[src/rtl/micro_mining_pkg.sv]
// Shared types and widths for the nonce-search datapath: FSM encoding,
// bus widths and which H_out bytes take part in the target comparison.
package micro_mining_pkg;

  localparam int NONCE_W  = 32;
  localparam int HASH_W   = 24;
  localparam int TARGET_W = 8;

  // Byte 2 is the most significant byte of H_out; bytes 2 and 1 are compared.
  localparam int HASH_BYTE_HI = 2;
  localparam int HASH_BYTE_LO = 1;

  typedef enum logic [2:0] {
    IDLE  = 3'd0,
    LOAD  = 3'd1,
    ISSUE = 3'd2,
    WAIT  = 3'd3,
    CHECK = 3'd4,
    DONE  = 3'd5
  } state_t;

  function automatic logic [7:0] hash_byte(input logic [HASH_W-1:0] h, input int idx);
    return h[idx*8 +: 8];
  endfunction

endpackage

[src/rtl/hash_target_cmp.sv]
// Difficulty check: a hash passes when both of its upper bytes are strictly
// below the target (unsigned).
module hash_target_cmp
  import micro_mining_pkg::*;
(
  input  logic [HASH_W-1:0]   h_i,
  input  logic [TARGET_W-1:0] target_i,
  output logic                pass_o
);

  logic [7:0] byte_hi;
  logic [7:0] byte_lo;

  assign byte_hi = hash_byte(h_i, HASH_BYTE_HI);
  assign byte_lo = hash_byte(h_i, HASH_BYTE_LO);
  assign pass_o  = (byte_hi < target_i) && (byte_lo < target_i);

endmodule

[src/rtl/nonce_search_ctrl.sv]
// Sequencer for the nonce search: issues one capture strobe per nonce, waits
// the hash latency, checks H_out against the target and reports the result.
module nonce_search_ctrl
  import micro_mining_pkg::*;
#(
  parameter int unsigned        HASH_LAT  = 3,
  parameter logic [NONCE_W-1:0] NONCE_MAX = 32'hFFFF_FFFF
) (
  input  logic                clk,
  input  logic                reset,
  input  logic                start,
  input  logic                abort,
  input  logic [NONCE_W-1:0]  nonce_start,
  input  logic [TARGET_W-1:0] target_in,
  input  logic [HASH_W-1:0]   h_in,
  output logic                selector,
  output logic [NONCE_W-1:0]  nonce,
  output logic [TARGET_W-1:0] target,
  output logic                busy,
  output logic                done,
  output logic                found,
  output logic [NONCE_W-1:0]  nonce_found,
  output state_t              dbg_state
);

  localparam int               CNT_W    = $clog2(HASH_LAT) + 1;
  localparam logic [CNT_W-1:0] CNT_LAST = CNT_W'(HASH_LAT - 1);

  state_t               state_q, state_d;
  logic [CNT_W-1:0]     cnt_q, cnt_d;
  logic [NONCE_W-1:0]   nonce_q, nonce_d;
  logic [TARGET_W-1:0]  target_q, target_d;
  logic                 found_q, found_d;
  logic [NONCE_W-1:0]   nonce_found_q, nonce_found_d;
  logic                 pass;
  logic                 last_attempt;

  hash_target_cmp u_cmp (
    .h_i      (h_in),
    .target_i (target_q),
    .pass_o   (pass)
  );

  // Written as "not below" so a start nonce beyond NONCE_MAX also ends the search.
  assign last_attempt = !(nonce_q < NONCE_MAX);

  always_ff @(posedge clk or negedge reset) begin
    if (!reset) begin
      state_q       <= IDLE;
      cnt_q         <= '0;
      nonce_q       <= '0;
      target_q      <= '0;
      found_q       <= 1'b0;
      nonce_found_q <= '0;
    end else begin
      state_q       <= state_d;
      cnt_q         <= cnt_d;
      nonce_q       <= nonce_d;
      target_q      <= target_d;
      found_q       <= found_d;
      nonce_found_q <= nonce_found_d;
    end
  end

  // Handshake: start is a request taken only while busy is low (IDLE) and abort
  // is low; any start seen while busy is dropped, not queued.
  always_comb begin
    state_d       = state_q;
    cnt_d         = cnt_q;
    nonce_d       = nonce_q;
    target_d      = target_q;
    found_d       = found_q;
    nonce_found_d = nonce_found_q;

    if (abort && (state_q != IDLE)) begin
      state_d = IDLE;
    end else begin
      case (state_q)
        IDLE: begin
          if (start && !abort) begin
            state_d       = LOAD;
            found_d       = 1'b0;
            nonce_found_d = '0;
          end
        end
        LOAD: begin
          nonce_d  = nonce_start;
          target_d = target_in;
          state_d  = ISSUE;
        end
        ISSUE: begin
          cnt_d   = '0;
          state_d = WAIT;
        end
        WAIT: begin
          cnt_d = cnt_q + CNT_W'(1);
          if (cnt_q == CNT_LAST) begin
            state_d = CHECK;
          end
        end
        CHECK: begin
          if (pass) begin
            found_d       = 1'b1;
            nonce_found_d = nonce_q;
            state_d       = DONE;
          end else if (last_attempt) begin
            state_d = DONE;
          end else begin
            nonce_d = nonce_q + NONCE_W'(1);
            state_d = ISSUE;
          end
        end
        DONE: begin
          state_d = IDLE;
        end
        default: begin
          state_d = IDLE;
        end
      endcase
    end
  end

  assign selector    = (state_q == ISSUE);
  assign busy        = (state_q == LOAD) || (state_q == ISSUE) ||
                       (state_q == WAIT) || (state_q == CHECK);
  assign done        = (state_q == DONE);
  assign nonce       = nonce_q;
  assign target      = target_q;
  assign found       = found_q;
  assign nonce_found = nonce_found_q;
  assign dbg_state   = state_q;

endmodule

[config.mk]
export PLATFORM = sky130hd
export DESIGN_NAME = nonce_search_ctrl
export DESIGN_NICKNAME = d
export VERILOG_FILES = /design/src/rtl/micro_mining_pkg.sv /design/src/rtl/hash_target_cmp.sv /design/src/rtl/nonce_search_ctrl.sv
export SDC_FILE = /design/constraint.sdc
export NUM_CORES = 1
export LEC_CHECK = 0
export ABC_CLOCK_PERIOD_IN_PS = 2280
export BUFFER_PORTS_ARGS = -buffer_cell sky130_fd_sc_hd__buf_2
export CAP_MARGIN = 10
export CORE_UTILIZATION = 48
export CTS_BUF_LIST = sky130_fd_sc_hd__clkbuf_8
export DETAILED_ROUTE_END_ITERATION = 16
export PLACE_DENSITY_LB_ADDON = 0.1
export SYNTH_ARGS = -nofsm -noshare
export SYNTH_HDL_FRONTEND = slang
export SYNTH_SLANG_ARGS = --single-unit
[constraint.sdc]
create_clock -name clk -period 2.28 [get_ports clk]
set_input_delay 0.228 -clock clk [delete_from_list [all_inputs] [get_ports clk]]
set_output_delay 0.228 -clock clk [all_outputs]
set_load 0.05 [all_outputs]
== Word-level counts from Yosys, hierarchy flattened ==
Index checks and enable logic that the tools add are counted.

* Add/sub/neg operators: 2
* Order comparisons: 3
* Equality and inequality tests: 12
* Mux-type cells: 16
* Bitwise gates (word level): 1
* Reduce and logical (&&, ||, !) cells: 17

{| class="wikitable"
|+ Operators by type and width
! cell !! number
|-
| $mux W32 || 4
|-
| $pmux W32 S2 || 2
|-
| $add A32 B1 Y32 const B || 1
|-
| $lt A32 B32 Y1 const B || 1
|-
| $lt A8 B8 Y1 || 2
|-
| $mux W3 || 5
|-
| $pmux W3 S5 || 1
|-
| $eq A3 B2 Y1 const B || 3
|-
| $ne A2 B2 Y1 const B || 4
|-
| $reduce_and A4 Y1 || 2
|-
| $eq A3 B3 Y1 const B || 2
|-
| $ne A3 B3 Y1 const B || 2
|-
| $pmux W3 S2 || 1
|-
| $reduce_and A2 Y1 || 3
|-
| $reduce_bool A2 Y1 || 3
|-
| $add A3 B1 Y3 const B || 1
|-
| $eq A3 B1 Y1 const B || 1
|-
| $logic_and A1 B1 Y1 || 3
|-
| $logic_not A3 Y1 || 1
|-
| $logic_or A1 B1 Y1 || 3
|-
| $reduce_bool A3 Y1 || 1
|-
| $mux W1 || 2
|-
| $pmux W1 S2 || 1
|-
| $logic_not A1 Y1 || 1
|-
| $not A1 Y1 || 1
|}

* Flip-flop bits (word level): 79
* Input port bits: 68
* Logic and storage cells: 57

== Depth between registers and ports, before layout ==
* Word-level depth: 5
* Depth in mapped cells: 9
* Gate-level depth less buffers: 8

== Hierarchy ==
Synthesis repeated with hierarchy kept, for this count alone.

* Cells, all modules: 483
* Area, all modules: 4436.8 sq um

{| class="wikitable"
|+ By module, submodules not included
! module !! times used !! cells an instance !! area an instance (sq um) !! seq. area each (sq um)
|-
| nonce_search_ctrl || 1 || 443 || 4105.2 || 1976.9
|-
| hash_target_cmp || 1 || 40 || 331.6 || 0.0
|}

== Worst setup path after synthesis ==
OpenSTA, ideal clock, no wires.

* Path kind: register to register
* Start: register target_q[2], in the netlist target[2]
* End: register state_q[2], in the netlist dbg_state[2]
* Library setup time: 0.111 ns
* Arrival: 2.508 ns
* Data required time: 2.169 ns
* Path slack: -0.339 ns
* Cell stages (with the launch flop): 9
* Path buffers: 0
* Clock period less this slack: 2.619 ns
* Cells stage by stage: dfrtp_1 inv_1 ha_1 a211oi_1 o21ai_1 a2111oi_4 and3_4 o21ai_1 a2111oi_2

* Word-level cells in the longest chain between the ends: 5
* Elaborated cells on any way between the ends: 6
* Those cells by class: 2 x order compare; 3 x mux; 1 x reduce/logical

{| class="wikitable"
|+ RTL lines
! what !! line !! text
|-
| start, declared || nonce_search_ctrl.sv:32 || <nowiki>logic [TARGET_W-1:0] target_q, target_d;</nowiki>
|-
| start signal, assigned || nonce_search_ctrl.sv:59 || <nowiki>target_q <= target_d;</nowiki>
|-
| $lt A8 B8 Y1 || hash_target_cmp.sv:16 || <nowiki>assign pass_o = (byte_hi < target_i) && (byte_lo < target_i);</nowiki>
|-
| $logic_and A1 B1 Y1 (*) || hash_target_cmp.sv:16 ||
|-
| $mux W3 (*) || nonce_search_ctrl.sv:102 || <nowiki>if (pass) begin</nowiki>
|-
| $pmux W3 S5 (*) || nonce_search_ctrl.sv:78 || <nowiki>case (state_q)</nowiki>
|-
| $mux W3 (*) || nonce_search_ctrl.sv:75 || <nowiki>if (abort && (state_q != IDLE)) begin</nowiki>
|-
| end signal, assigned || nonce_search_ctrl.sv:56 || <nowiki>state_q <= state_d;</nowiki>
|-
| end, declared || nonce_search_ctrl.sv:29 || <nowiki>state_t state_q, state_d;</nowiki>
|}

Mark *: on every way between the ends. The rest lies on a longest branch, timed or not.
A chain may end at the register's enable or synchronous reset.

== Final worst setup path ==
* Start: register target_q[2], in the netlist target[2]
* End: register nonce_found_q[15], in the netlist nonce_found[15]

* Word-level cells in the longest chain between the ends: 4
* Elaborated cells on any way between the ends: 5
* Those cells by class: 2 x order compare; 1 x eq/ne; 2 x reduce/logical

{| class="wikitable"
|+ RTL lines
! what !! line !! text
|-
| $lt A8 B8 Y1 || hash_target_cmp.sv:16 ||
|-
| $logic_and A1 B1 Y1 (*) || hash_target_cmp.sv:16 ||
|-
| $ne A2 B2 Y1 (no source line) (*) || -- ||
|-
| $reduce_and A4 Y1 (no source line) (*) || -- ||
|-
| end signal, assigned || nonce_search_ctrl.sv:61 || <nowiki>nonce_found_q <= nonce_found_d;</nowiki>
|-
| end, declared || nonce_search_ctrl.sv:34 || <nowiki>logic [NONCE_W-1:0] nonce_found_q, nonce_found_d;</nowiki>
|}

Marked as above.

==> flow_metrics.py <==
metrics = {
    "grt": {
        "grt_max_degree": 46,
        "antenna_found_initial": 0,
        "overflow": 0,
        "first_global_vias": 4164,
        "grt_use_total_pct": 25.60,
        "grt_pass1_wl_um": 20300,
    },
    "timing": {
        "clock.fmax_ghz": 0.4411,
        "final.period_utilization_pct": 99.44,
        "worst_slack_ps": 12.78,
        "slew_headroom_pct": 60.68,
        "hold_ws_ps": 101.4,
        "drv_slew": 0,
        "hold_viol_final": 0,
        "fin_skew_ps": 12.30,
        "rsz0062_at_grt": "true",
        "fin_crit_ps": 2267,
        "setup_viol": 0,
        "worst_pin_slew_ps": 589.8,
    },
    "final_layout": {
        "antenna_cells": 0,
        "final_cells": 739,
        "layout_commonest_cell": "buf_2",
        "multiInputGateArea_um2": 2410,
        "register_area_um2": 1994,
        "fin_nets": 709,
        "post_route_cells_drive_above_1_share_pct": 40.13,
        "area_delta_synth_final_pct": 30.92,
        "final_cell_mix": "137 x buf_2, 65 x dfrtp_1, 43 x nand2_1, 35 x buf_4, 34 x a22o_1",
        "design_area_um2": 5938,
        "fillers": 791,
    },
    "synthesis": {
        "ys_warn_count": 0,
        "avgSynthCellArea_um2": 9.733,
        "ys_async_sr_fraction_pct": 100.0,
        "yosys-top-cells-area": "dfrtp_1 44%, a22o_1 6.6%, ha_1 4.7%",
        "netlist_area_um2": 4536,
        "synth_edf_count": 0,
        "postSynthNetCount": 551,
        "synth_cell_types": 57,
        "ys_ff_latch": 79,
        "synth_seq_area_share_pct": 43.59,
        "netlist_instances": 466,
        "synth_top_area_share_pct": 43.59,
        "yosys.area.top_type": "dfrtp_1",
        "ys.flop_type": "dfrtp_1",
    },
    "routing": {
        "wl_um": 12250,
        "vias": 4332,
        "dr.pass1.iters": 5,
        "antenna_left": 0,
        "viasPerCell": 5.862,
        "wl_per_cell_um": 16.57,
        "drt_iter0_markers": 213,
        "drc": 0,
    },
    "worst_setup_path": {
        "start_kind": "register",
        "worst-setup-path-type": "register to register",
        "cp_max_fo": 13,
        "path_cells": "inv_2, ha_4, a211oi_2, o21ai_2, a2111oi_4, buf_4, a41o_1, nand2_2, buf_12, a22o_1",
        "crit_buf_inv": 3,
        "cp_top_family": "compound AO/OA/AOI/OAI gates",
        "critical_path.max_stage_delay_ps": 420,
        "cp.arrival_ps": 2500,
        "endpoint_kind": "register",
        "cpMaxStageDelayCell": "dfrtp_2",
        "required_ps": 2520,
    },
    "floorplanning": {
        "start_util_pct": 49.32,
        "die_y_um": 99.21,
        "coreArea_um2": 9196,
        "die_area_um2": 9842,
        "pin_count": 147,
        "die_width_um": 99.21,
        "rows": 35,
    },
    "clocking": {
        "clock_sinks": 79,
        "htreeDepth": 3,
        "cts_buffers": 9,
        "clk_pin_slew_ps": 90,
        "cts_tree": "done",
        "clock_path_buffers": 2,
        "insertion_delay_ps": 350,
        "root_buffer": "clkbuf_8",
    },
    "placed_design": {
        "gp_congestion": 0.8676,
        "place_ws_ps": -24.50,
        "place_inst": 718,
        "dpl_cell_area_um2": 5595,
        "io_buffers": 138,
        "dp_hpwl_um": 8684,
    },
    "power": {
        "powerDensity_nw_per_um2": 1307,
        "ir_worst_vdd_uv": 825.5,
        "power_mw": 7.764,
        "leakage_nw": 2.802,
    },
    "run_status": {
        "outcome": "finished clean",
    },
    "flow_run": {
        "drv_cap": 0,
    },
    "worst_hold_path": {
        "hp-class": "input pin to register",
    },
}
==> final cells by class <==
type	count	area share, %
inverter	13	0.8217
clock buffer	9	2.086
multi-input combinational	336	40.58
tap	111	2.339
clock inverter	6	1.433
sequential	79	33.59
timing repair buffer	185	19.15
==> through the flow <==
| stage | util (%) | setup TNS, ps |
|---|---|---|
| floorplan | - | -2.871 |
| global placement | 60.84 | 0 |
| detailed placement | 60.84 | -28.33 |
| CTS | 63.51 | -0.8247 |
| global route | 64.57 | -2995 |
| finish | 64.57 | 0 |
==> where the power goes <==
group / internal, mW / switching (mW) / leakage, nW / total, mW
clock network: 0.609 / 0.534 / 0.107 / 1.14
registers: 1.83 / 0.453 / 0.985 / 2.29
logic: 1.43 / 2.90 / 1.71 / 4.33
total: 3.88 / 3.88 / 2.80 / 7.76
==> what timing repair did <==
item	CTS	global route
gates resized for setup	1	18
endpoints found under the setup margin	2	71
buffers inserted	3	2
endpoints found under the hold margin	42	0
hold buffers	1	0
pin swaps	1	6
==> synthesized netlist by cell type, types with 8 or more instances <==
cell,n
dfrtp_1,79
inv_1,13
nand3_1,23
nor2_1,23
and3_1,10
buf_2,13
clkbuf_1,12
mux2_4,8
ha_1,17
a22o_1,34
o211ai_1,9
nand4_1,12
o22ai_1,10
o21ai_0,21
a31oi_1,20
nand2_1,44
a21oi_1,25
==> cell families after synthesis <==
group	share of synthesized area (%)
muxes	3.310
adders and majority gates	4.690
and+or+nand+nor	18.23
xor gates and xnor gates	0.3863
AOI/OAI and AO/OA	24.03
DFF	43.59
buffers and inverters	5.765
==> worst paths after layout <==
kind	endpoint	cells past startpoint	from	slack [ps]
max	nonce_found[15]	10	target[2]	10
min	target[6]	2	target_in[6]	100
max reg2reg	nonce_found[15]	10	target[2]	10
min reg2reg	nonce_found[14]	1	nonce_found[14]	500
max in group asynchronous	nonce_found[15]	3	reset	1220
min in group asynchronous	nonce_found[8]	2	reset	420
==> layer usage <==
layer	routed length [um]	GRT usage, %	vias to the layer above	share of wire (%)
met5	0	0	-	0
met4	274	9.729	0	2.2
met3	526	2.952	24	4.3
met2	5903	41.99	143	48
met1	5541	34.92	2096	45
li1	-	-	2069	-
==> worst reg2reg max path, stage by stage (launching register included) <==
cell and delay (ps):
dfrtp_2 420, inv_2 80, ha_4 200, a211oi_2 190, o21ai_2 100, a2111oi_4 320, buf_4 190, a41o_1 160
nand2_2 100, buf_12 170, a22o_1 240
==> sequential cells by signal, indices dropped and copies added (netlist names) <==
signal and flops:
nonce_found 32, found 1, nonce 32, cnt_q 3, dbg_state 3, target 8
(Power assumes the default switching activity.)
